==> src/rtl/prog_mem_loader.sv <==
// -----------------------------------------------------------------------------
// prog_mem_loader
//
// Purpose:
//   Receives a program image as a serial byte stream and writes it into the
//   CPU program memory. Once the image is loaded, it releases the CPU from
//   reset and lets it run. When the CPU halts, a new image can be loaded.
//
//   Stream format:
//     - word count N, two bytes, MSB first
//     - N words, each sent as high byte then low byte
//     - with LOADER_CHECKSUM_EN only: one trailing byte equal to the XOR of
//       all data bytes
//
//   Words are written starting at address 0. Any word that would fall beyond
//   the last memory address is dropped and load_err is set; its bytes are
//   still consumed from the stream.
//
// Handshake:
//   rx_valid is a one-cycle strobe with no back-pressure: rx_data is taken in
//   any cycle where rx_valid=1 and the FSM is in a byte-accepting state
//   (HDR_HI, HDR_LO, DAT_HI, DAT_LO, HALTED, and FINISH in checksum builds).
//   In other states the strobe is dropped. mem_wr is a one-cycle write pulse
//   with no acknowledge.
//
// Configuration:
//   LOADER_CHECKSUM_EN -- when defined, FINISH waits for the checksum byte.
//
// Ports:
//   clk        system clock; all state changes on the rising edge
//   reset      synchronous, active-high
//   rx_data    received serial byte
//   rx_valid   rx_data is valid in this cycle
//   cpu_addr   CPU fetch address; drives mem_addr while in RUN
//   cpu_halt   CPU has executed HALT
//   mem_addr   program memory address
//   mem_wr     program memory write enable (one-cycle pulse)
//   mem_data   program memory write data {hi, lo}
//   cpu_run    CPU enable
//   cpu_reset  CPU reset; high in every state except RUN
//   load_err   sticky error flag (empty image, overflow, bad checksum)
//   dbg_state  current FSM state, for debug and checkers
// -----------------------------------------------------------------------------
module prog_mem_loader #(
  parameter int ADDR_LENGTH = 11,
  parameter int DATA_LENGTH = 16
) (
  input  logic                   clk,
  input  logic                   reset,
  input  logic [7:0]             rx_data,
  input  logic                   rx_valid,
  input  logic [ADDR_LENGTH-1:0] cpu_addr,
  input  logic                   cpu_halt,
  output logic [ADDR_LENGTH-1:0] mem_addr,
  output logic                   mem_wr,
  output logic [DATA_LENGTH-1:0] mem_data,
  output logic                   cpu_run,
  output logic                   cpu_reset,
  output logic                   load_err,
  output logic [2:0]             dbg_state
);

  typedef enum logic [2:0] {
    HDR_HI = 3'd0,
    HDR_LO = 3'd1,
    DAT_HI = 3'd2,
    DAT_LO = 3'd3,
    FINISH = 3'd4,
    RUN    = 3'd5,
    HALTED = 3'd6
  } state_t;

  state_t                 state;
  logic [7:0]             hdr_hi;
  logic [7:0]             dat_hi;
  logic [15:0]            words_left;
  logic [ADDR_LENGTH-1:0] load_addr;
  // Set once the word at the last address has been written; every later
  // word in the same load is dropped.
  logic                   addr_full;
`ifdef LOADER_CHECKSUM_EN
  logic [7:0]             csum;
`endif

  always_ff @(posedge clk) begin
    if (reset) begin
      state      <= HDR_HI;
      hdr_hi     <= 8'd0;
      dat_hi     <= 8'd0;
      words_left <= 16'd0;
      load_addr  <= '0;
      addr_full  <= 1'b0;
      mem_wr     <= 1'b0;
      mem_data   <= '0;
      cpu_run    <= 1'b0;
      cpu_reset  <= 1'b1;
      load_err   <= 1'b0;
`ifdef LOADER_CHECKSUM_EN
      csum       <= 8'd0;
`endif
    end else begin
      mem_wr <= 1'b0;

      // The load address must stay stable for the whole write pulse, so it
      // advances on the edge that ends the pulse. The next low byte needs a
      // high byte first, so it always sees the updated address.
      if (mem_wr) begin
        if (load_addr == '1) addr_full <= 1'b1;
        load_addr <= load_addr + 1'b1;
      end

      case (state)
        HDR_HI, HALTED: begin
          if (rx_valid) begin
            hdr_hi    <= rx_data;
            load_addr <= '0;
            addr_full <= 1'b0;
`ifdef LOADER_CHECKSUM_EN
            csum      <= 8'd0;
`endif
            // Only a restart after HALTED clears the error; an empty header
            // in HDR_HI leaves it visible.
            if (state == HALTED) load_err <= 1'b0;
            state <= HDR_LO;
          end
        end

        HDR_LO: begin
          if (rx_valid) begin
            if ({hdr_hi, rx_data} == 16'd0) begin
              load_err <= 1'b1;
              state    <= HDR_HI;
            end else begin
              words_left <= {hdr_hi, rx_data};
              state      <= DAT_HI;
            end
          end
        end

        DAT_HI: begin
          if (rx_valid) begin
            dat_hi <= rx_data;
`ifdef LOADER_CHECKSUM_EN
            csum   <= csum ^ rx_data;
`endif
            state  <= DAT_LO;
          end
        end

        DAT_LO: begin
          if (rx_valid) begin
`ifdef LOADER_CHECKSUM_EN
            csum <= csum ^ rx_data;
`endif
            if (addr_full) begin
              load_err <= 1'b1;
            end else begin
              mem_wr   <= 1'b1;
              mem_data <= {dat_hi, rx_data};
            end
            words_left <= words_left - 16'd1;
            state      <= (words_left == 16'd1) ? FINISH : DAT_HI;
          end
        end

        FINISH: begin
`ifdef LOADER_CHECKSUM_EN
          if (rx_valid) begin
            if (rx_data == csum) begin
              cpu_run   <= 1'b1;
              cpu_reset <= 1'b0;
              state     <= RUN;
            end else begin
              load_err <= 1'b1;
              state    <= HALTED;
            end
          end
`else
          cpu_run   <= 1'b1;
          cpu_reset <= 1'b0;
          state     <= RUN;
`endif
        end

        RUN: begin
          if (cpu_halt) begin
            cpu_run   <= 1'b0;
            cpu_reset <= 1'b1;
            state     <= HALTED;
          end
        end

        default: state <= HDR_HI;
      endcase
    end
  end

  // The CPU owns the address bus while running; otherwise it shows the
  // registered load address.
  always_comb begin
    mem_addr = load_addr;
    if (state == RUN) mem_addr = cpu_addr;
  end

  assign dbg_state = state;

endmodule

==> config.mk <==
export PLATFORM = sky130hd
export DESIGN_NAME = prog_mem_loader
export DESIGN_NICKNAME = d
export VERILOG_FILES = /design/src/rtl/prog_mem_loader.sv
export SDC_FILE = /design/constraint.sdc
export NUM_CORES = 1
export LEC_CHECK = 0
export CELL_PAD_IN_SITES_DETAIL_PLACEMENT = 0
export CELL_PAD_IN_SITES_GLOBAL_PLACEMENT = 2
export CORE_MARGIN = 3
export CORE_UTILIZATION = 27
export CTS_CLUSTER_DIAMETER = 50
export DETAILED_ROUTE_END_ITERATION = 12
export MAX_ROUTING_LAYER = met4
export PLACE_DENSITY_LB_ADDON = 0.15
export SKIP_CTS_REPAIR_TIMING = 1
export SLEW_MARGIN = 20
export SYNTH_ARGS = -nofsm -noshare
export SYNTH_HDL_FRONTEND = slang
export SYNTH_SLANG_ARGS = --single-unit
==> constraint.sdc <==
create_clock -name clk -period 2.1 [get_ports clk]
set_clock_uncertainty 0.15 [all_clocks]
set_input_delay 0.315 -clock clk [delete_from_list [all_inputs] [get_ports clk]]
set_output_delay 0.315 -clock clk [all_outputs]
set_load 0.02 [all_outputs]
== Word-level counts from Yosys, hierarchy flattened ==
Cells that the tools add are included.

* Bits in registers: 67
* Input port bits: 23
* Output and inout port bits: 34
* Logic and storage cells: 79

* Add/subtract/negate cells: 2
* Equal/unequal tests: 17
* Multiplexer cells: 32
* Bitwise operators: 3
* Reduce and logical (&&, ||, !) cells: 14

{| class="wikitable"
|+ Operators with widths
! kind !! count
|-
| $mux W16 || 3
|-
| $mux W11 || 4
|-
| $pmux W16 S2 || 1
|-
| $mux W3 || 6
|-
| $ne A2 B2 Y1 const B || 9
|-
| $pmux W3 S6 || 1
|-
| $eq A16 B1 Y1 const B || 1
|-
| $logic_not A16 Y1 || 1
|-
| $sub A16 B1 Y16 const B || 1
|-
| $mux W1 || 13
|-
| $add A11 B1 Y11 const B || 1
|-
| $eq A11 B11 Y1 const B || 1
|-
| $eq A3 B3 Y1 const B || 3
|-
| $reduce_and A7 Y1 || 1
|-
| $eq A3 B2 Y1 const B || 2
|-
| $reduce_and A2 Y1 || 3
|-
| $reduce_and A5 Y1 || 1
|-
| $pmux W1 S2 || 2
|-
| $reduce_and A4 Y1 || 1
|-
| $reduce_bool A2 Y1 || 2
|-
| $eq A3 B1 Y1 const B || 1
|-
| $logic_not A3 Y1 || 1
|-
| $not A1 Y1 || 3
|-
| $pmux W1 S3 || 1
|-
| other kinds (5) || 5
|}

== Longest topological paths before layout ==
* Depth after elaboration: 5
* Mapped depth: 8
* Depth with buffers taken out: 7

== Worst setup path after synthesis ==
OpenSTA, ideal clock, no wires.

* Kind: reg2reg
* Start: register state[1] (netlist: dbg_state[1])
* End: register load_addr[0]
* Library setup time: 128 ps
* Arrival time: 1884 ps
* Required time: 1822 ps
* Slack: -61 ps
* Stages on the path, launching flop included: 8
* Buffers on the path: 3
* Clock period less this slack: 2161 ps
* Cell sequence: dfxtp_1 > buf_2 > xor2_1 > nor3b_1 > buf_1 > or2_2 > clkbuf_1 > nor2_1

* Cells in the longest elaborated chain, start to end: 3
* Elaborated cells between the ends (all ways): 4
* Those cells by class: eq/ne: 1; mux: 1; reduce/logical: 2

{| class="wikitable"
|+ Ends and longest elaborated chain
! item !! RTL line !! source
|-
| start, declared || 73 || <nowiki>state_t state;</nowiki>
|-
| start signal, assigned || 162 || <nowiki>state <= (words_left == 16'd1) ? FINISH : DAT_HI;</nowiki>
|-
| $eq A3 B3 Y1 or $logic_not A3 Y1 (tied branches) || 112 || <nowiki>case (state)</nowiki>
|-
| $reduce_or A2 Y1 (*) || 112 ||
|-
| $mux W11 (*) || 112 ||
|-
| end signal, assigned || 109 || <nowiki>load_addr <= load_addr + 1'b1;</nowiki>
|-
| end, declared || 77 || <nowiki>logic [ADDR_LENGTH-1:0] load_addr;</nowiki>
|}

Every way passes the cells marked *; elsewhere a longest branch is shown, timed or not.
A chain may end at the register's enable or synchronous reset.

== Final worst setup path ==
* Start: register words_left[6]
* End: register words_left[15]

* Cells in the longest elaborated chain, start to end: 3

{| class="wikitable"
|+ Ends and longest elaborated chain
! item !! RTL line !! source
|-
| start, declared || 76 || <nowiki>logic [15:0] words_left;</nowiki>
|-
| start signal, assigned || 134 || <nowiki>words_left <= {hdr_hi, rx_data};</nowiki>
|-
| start signal, assigned || 161 || <nowiki>words_left <= words_left - 16'd1;</nowiki>
|-
| $sub A16 B1 Y16 || 161 ||
|-
| $mux W16 || 151 || <nowiki>if (rx_valid) begin</nowiki>
|-
| $pmux W16 S2 || 112 ||
|}

No other way between the ends. The select of a mux whose other input is x is not followed.

==> impl_results.md <==
- Status: finished clean
- Synth top area cells: dfxtp_1, nand2_1, a21oi_1
- Rel. slew slack: 0.631
- Maximum VDD drop: 0.457 mV
- Finish-stage setup viols: 0
- Critical path type: reg -> reg
- Psw: 1.02 mW
- Largest net degree at the start of global routing: 31
- CP peak stage delay: 560 ps
- Vias per inst: 5.00
- Clock-pin slew on the worst setup and hold paths: roughly 60 ps
- Crit-path slowest cell: or4_4
- HPWL Detailed: 7.20 mm
- P&R area growth vs syn: 41.5%
- Cell taking the most area after synthesis: dfxtp_1
- RSZ-0062 raised after global routing: true
- Register area share after synthesis: 0.417
- Flop pwr share: 0.364
- Global-route wire length before repair: around 16 mm
- Pleak: 1.71 nW
- Number of global-route vias before repair: 3,155
- Top cell type's share of synthesized area: 0.417
- Die area: 13,300 sq um
- CTS tree: done
- Syn_area_per_cell: 7.93 sq um
- CP arrival: roughly 2200 ps
- Total gr overflow: 0
- PD cells: 820 nW/um^2
- Main synth FF type: dfxtp_1
- Initial antenna violation count: 0
- # port buffers: 56
- Synthesized cell area: roughly 3200 sq um
- Total track usage: 0.160
- Die width: 115 microns
- Clock latency on the worst-skew pair: 330 ps
- Inserted Diodes: 0
- # DRC: 0
- Sw frac: 0.274
- Hold path depth: 2
- Worst setup SP type: flop
- Worst Path Required: 2200 ps
- DRT Pass-1 Iters: 4
- GP Congestion: 0.832
- Io pins: 57
- Fmax: 477 MHz
- Gate power share: 0.197
- PnR Total Power: 3.74 mW
- CTS buffer count: 9
- Yosys cell types: 48
- Final period util: 0.998
- Register bit total from synthesis: 67
- Routed wire length: 10.2 mm
- Root buffer cell: clkbuf_16
- Crit path cell chain: or4_4 -> buf_6 -> nor4b_4 -> buf_4 -> a22o_1 -> a21oi_1 -> a211oi_1
- CTS max path bufs: 2
- Core region area: roughly 12,000 sq um
- Crit Path Max Fanout: 5
- Hold Path Class: in -> reg
- Fill count: 1,226
- Std-Cell Rows: 39
- Power Internal: approximately 2.7 mW
- Worst r2r path cells: 7
- Die Height: around 120 microns
- Initial Utilization: 0.280
- Ys async rst share: 0
- NumNets Final: between 500 and 600
- Htree depth: 3
- Initial drt markers: 128
- Share of cells above drive strength 1: 0.205
- Yosys Warn Count: 0
- Total number of vias: 3,230
- CTS sink cnt: 67
- Post-layout minimum cycle time: 2090 ps
- Post-layout util: 0.396
- DRT antenna net count: 0
- Fin. Hold Viols: 0
- Post-synth EDFFs: 0
- Max-slew violation count: 0
- Drt wl/cell: 15.7 microns
- Syn Inst Count: 406
- Max cap viols: 0
- Clock power share: 0.439
- Critical path endpoint category: flop
- Flop2flop setup slack: just over 5 ps
- Slew @ Worst Pin: 553 ps
- Synth Net Count: ~430
==> cell families (layout without fill, tap and decap cells) <==
logic type	count (synthesis)	after routing	share of synthesized area
simple gates	174	174	0.251
compound gates	98	98	0.183
flops	67	67	0.417
buf+inv	32	129	0.0381
mux	20	20	0.0665
xor+xnor	11	11	0.0299
fa+ha+maj	4	4	0.0155
==> critical path, delay by kind of cell, from the launching register on <==
kind / cells / cell delay [ps]
flops: 1 / 310
buf+inv: 2 / 340
simple gates: 2 / 870
compound gates: 3 / 350
==> cell usage after synthesis, types with 3 or more instances <==
master / count
o31ai_1: 6
xnor2_1: 4
inv_1: 6
nand2_1: 76
nand3b_1: 3
or3_1: 6
nor2_1: 38
clkbuf_1: 22
or2_2: 3
nand3_1: 10
mux2_2: 11
mux2i_1: 9
o21ai_1: 3
dfxtp_1: 67
nor2b_1: 3
nor4_1: 7
a22oi_1: 4
nand4_1: 4
a21oi_1: 47
o41ai_1: 3
xor2_1: 7
or4_1: 3
nor3_1: 12
ha_1: 4
o21ai_0: 17
==> layout make-up <==
type	count	area, sq um	area share
clock buffer	10	229	0.0502
clock inverter	6	88.8	0.0195
inverter	6	22.5	0.00494
multi-input combinational	307	1800	0.394
sequential	67	1340	0.294
tap	143	179	0.0393
timing repair buffer	107	901	0.198
==> stage by stage <==
stage	cell area [sq um]	std cells	TNS [ps]	worst slack [ps]	hold slack [ps]
floorplan	3220	406	0	35.4	282
global placement	4220	626	-3150	-258	293
detailed placement	4220	626	-3420	-267	295
CTS	4540	642	-4350	-373	303
global route	4560	646	-469	-106	317
finish	4560	646	0	5.09	302
==> placed cells by master, fill, tap and decap left out, types with 11 or more instances in the layout <==
cell and n:
nand2_1 75, nor3_1 12, buf_4 47, mux2_2 11, a21oi_1 46, o21ai_0 16, nor2_1 38, clkdlybuf4s50_1 44
dfxtp_1 67
==> routing by layer <==
metal | vias up | wire length [microns] | track usage
met2 | 64 | 4660 | 0.243
met1 | 1534 | 4940 | 0.211
li1 | 1620 | - | -
met3 | 12 | 424 | 0.0337
met4 | 0 | 131 | 0.0579
met5 | - | 0 | -
==> power by group through the flow <==
stage	Combinational, mW	Sequential [mW]	Clock [mW]
after floorplan	0.360	1.40	0
after global placement	0.698	1.39	0
after detailed placement	0.702	1.39	0
after CTS	0.706	1.36	1.67
after global routing	0.807	1.37	1.72
final	0.737	1.36	1.64
==> sequential cells by signal (all words and copies together), names as in the netlist <==
name        flops
addr_full       1
cpu_reset       1
cpu_run         1
dat_hi          8
dbg_state       3
hdr_hi          8
load_addr      11
load_err        1
mem_data       16
mem_wr          1
words_left     16
==> path summary, 6_finish.rpt <==
| path | from | to |
|---|---|---|
| setup / recovery | words_left[6]$_SDFFE_PP0P_ | words_left[15]$_SDFFE_PP0P_ |
| hold / removal | reset | cpu_run$_SDFFE_PP0P_ |
| setup reg to reg | words_left[6]$_SDFFE_PP0P_ | words_left[15]$_SDFFE_PP0P_ |
| hold reg to reg | dat_hi[4]$_SDFFE_PP0P_ | mem_data[12]$_SDFFE_PP0P_ |
Note: power is estimated with default switching activity, not from simulation.
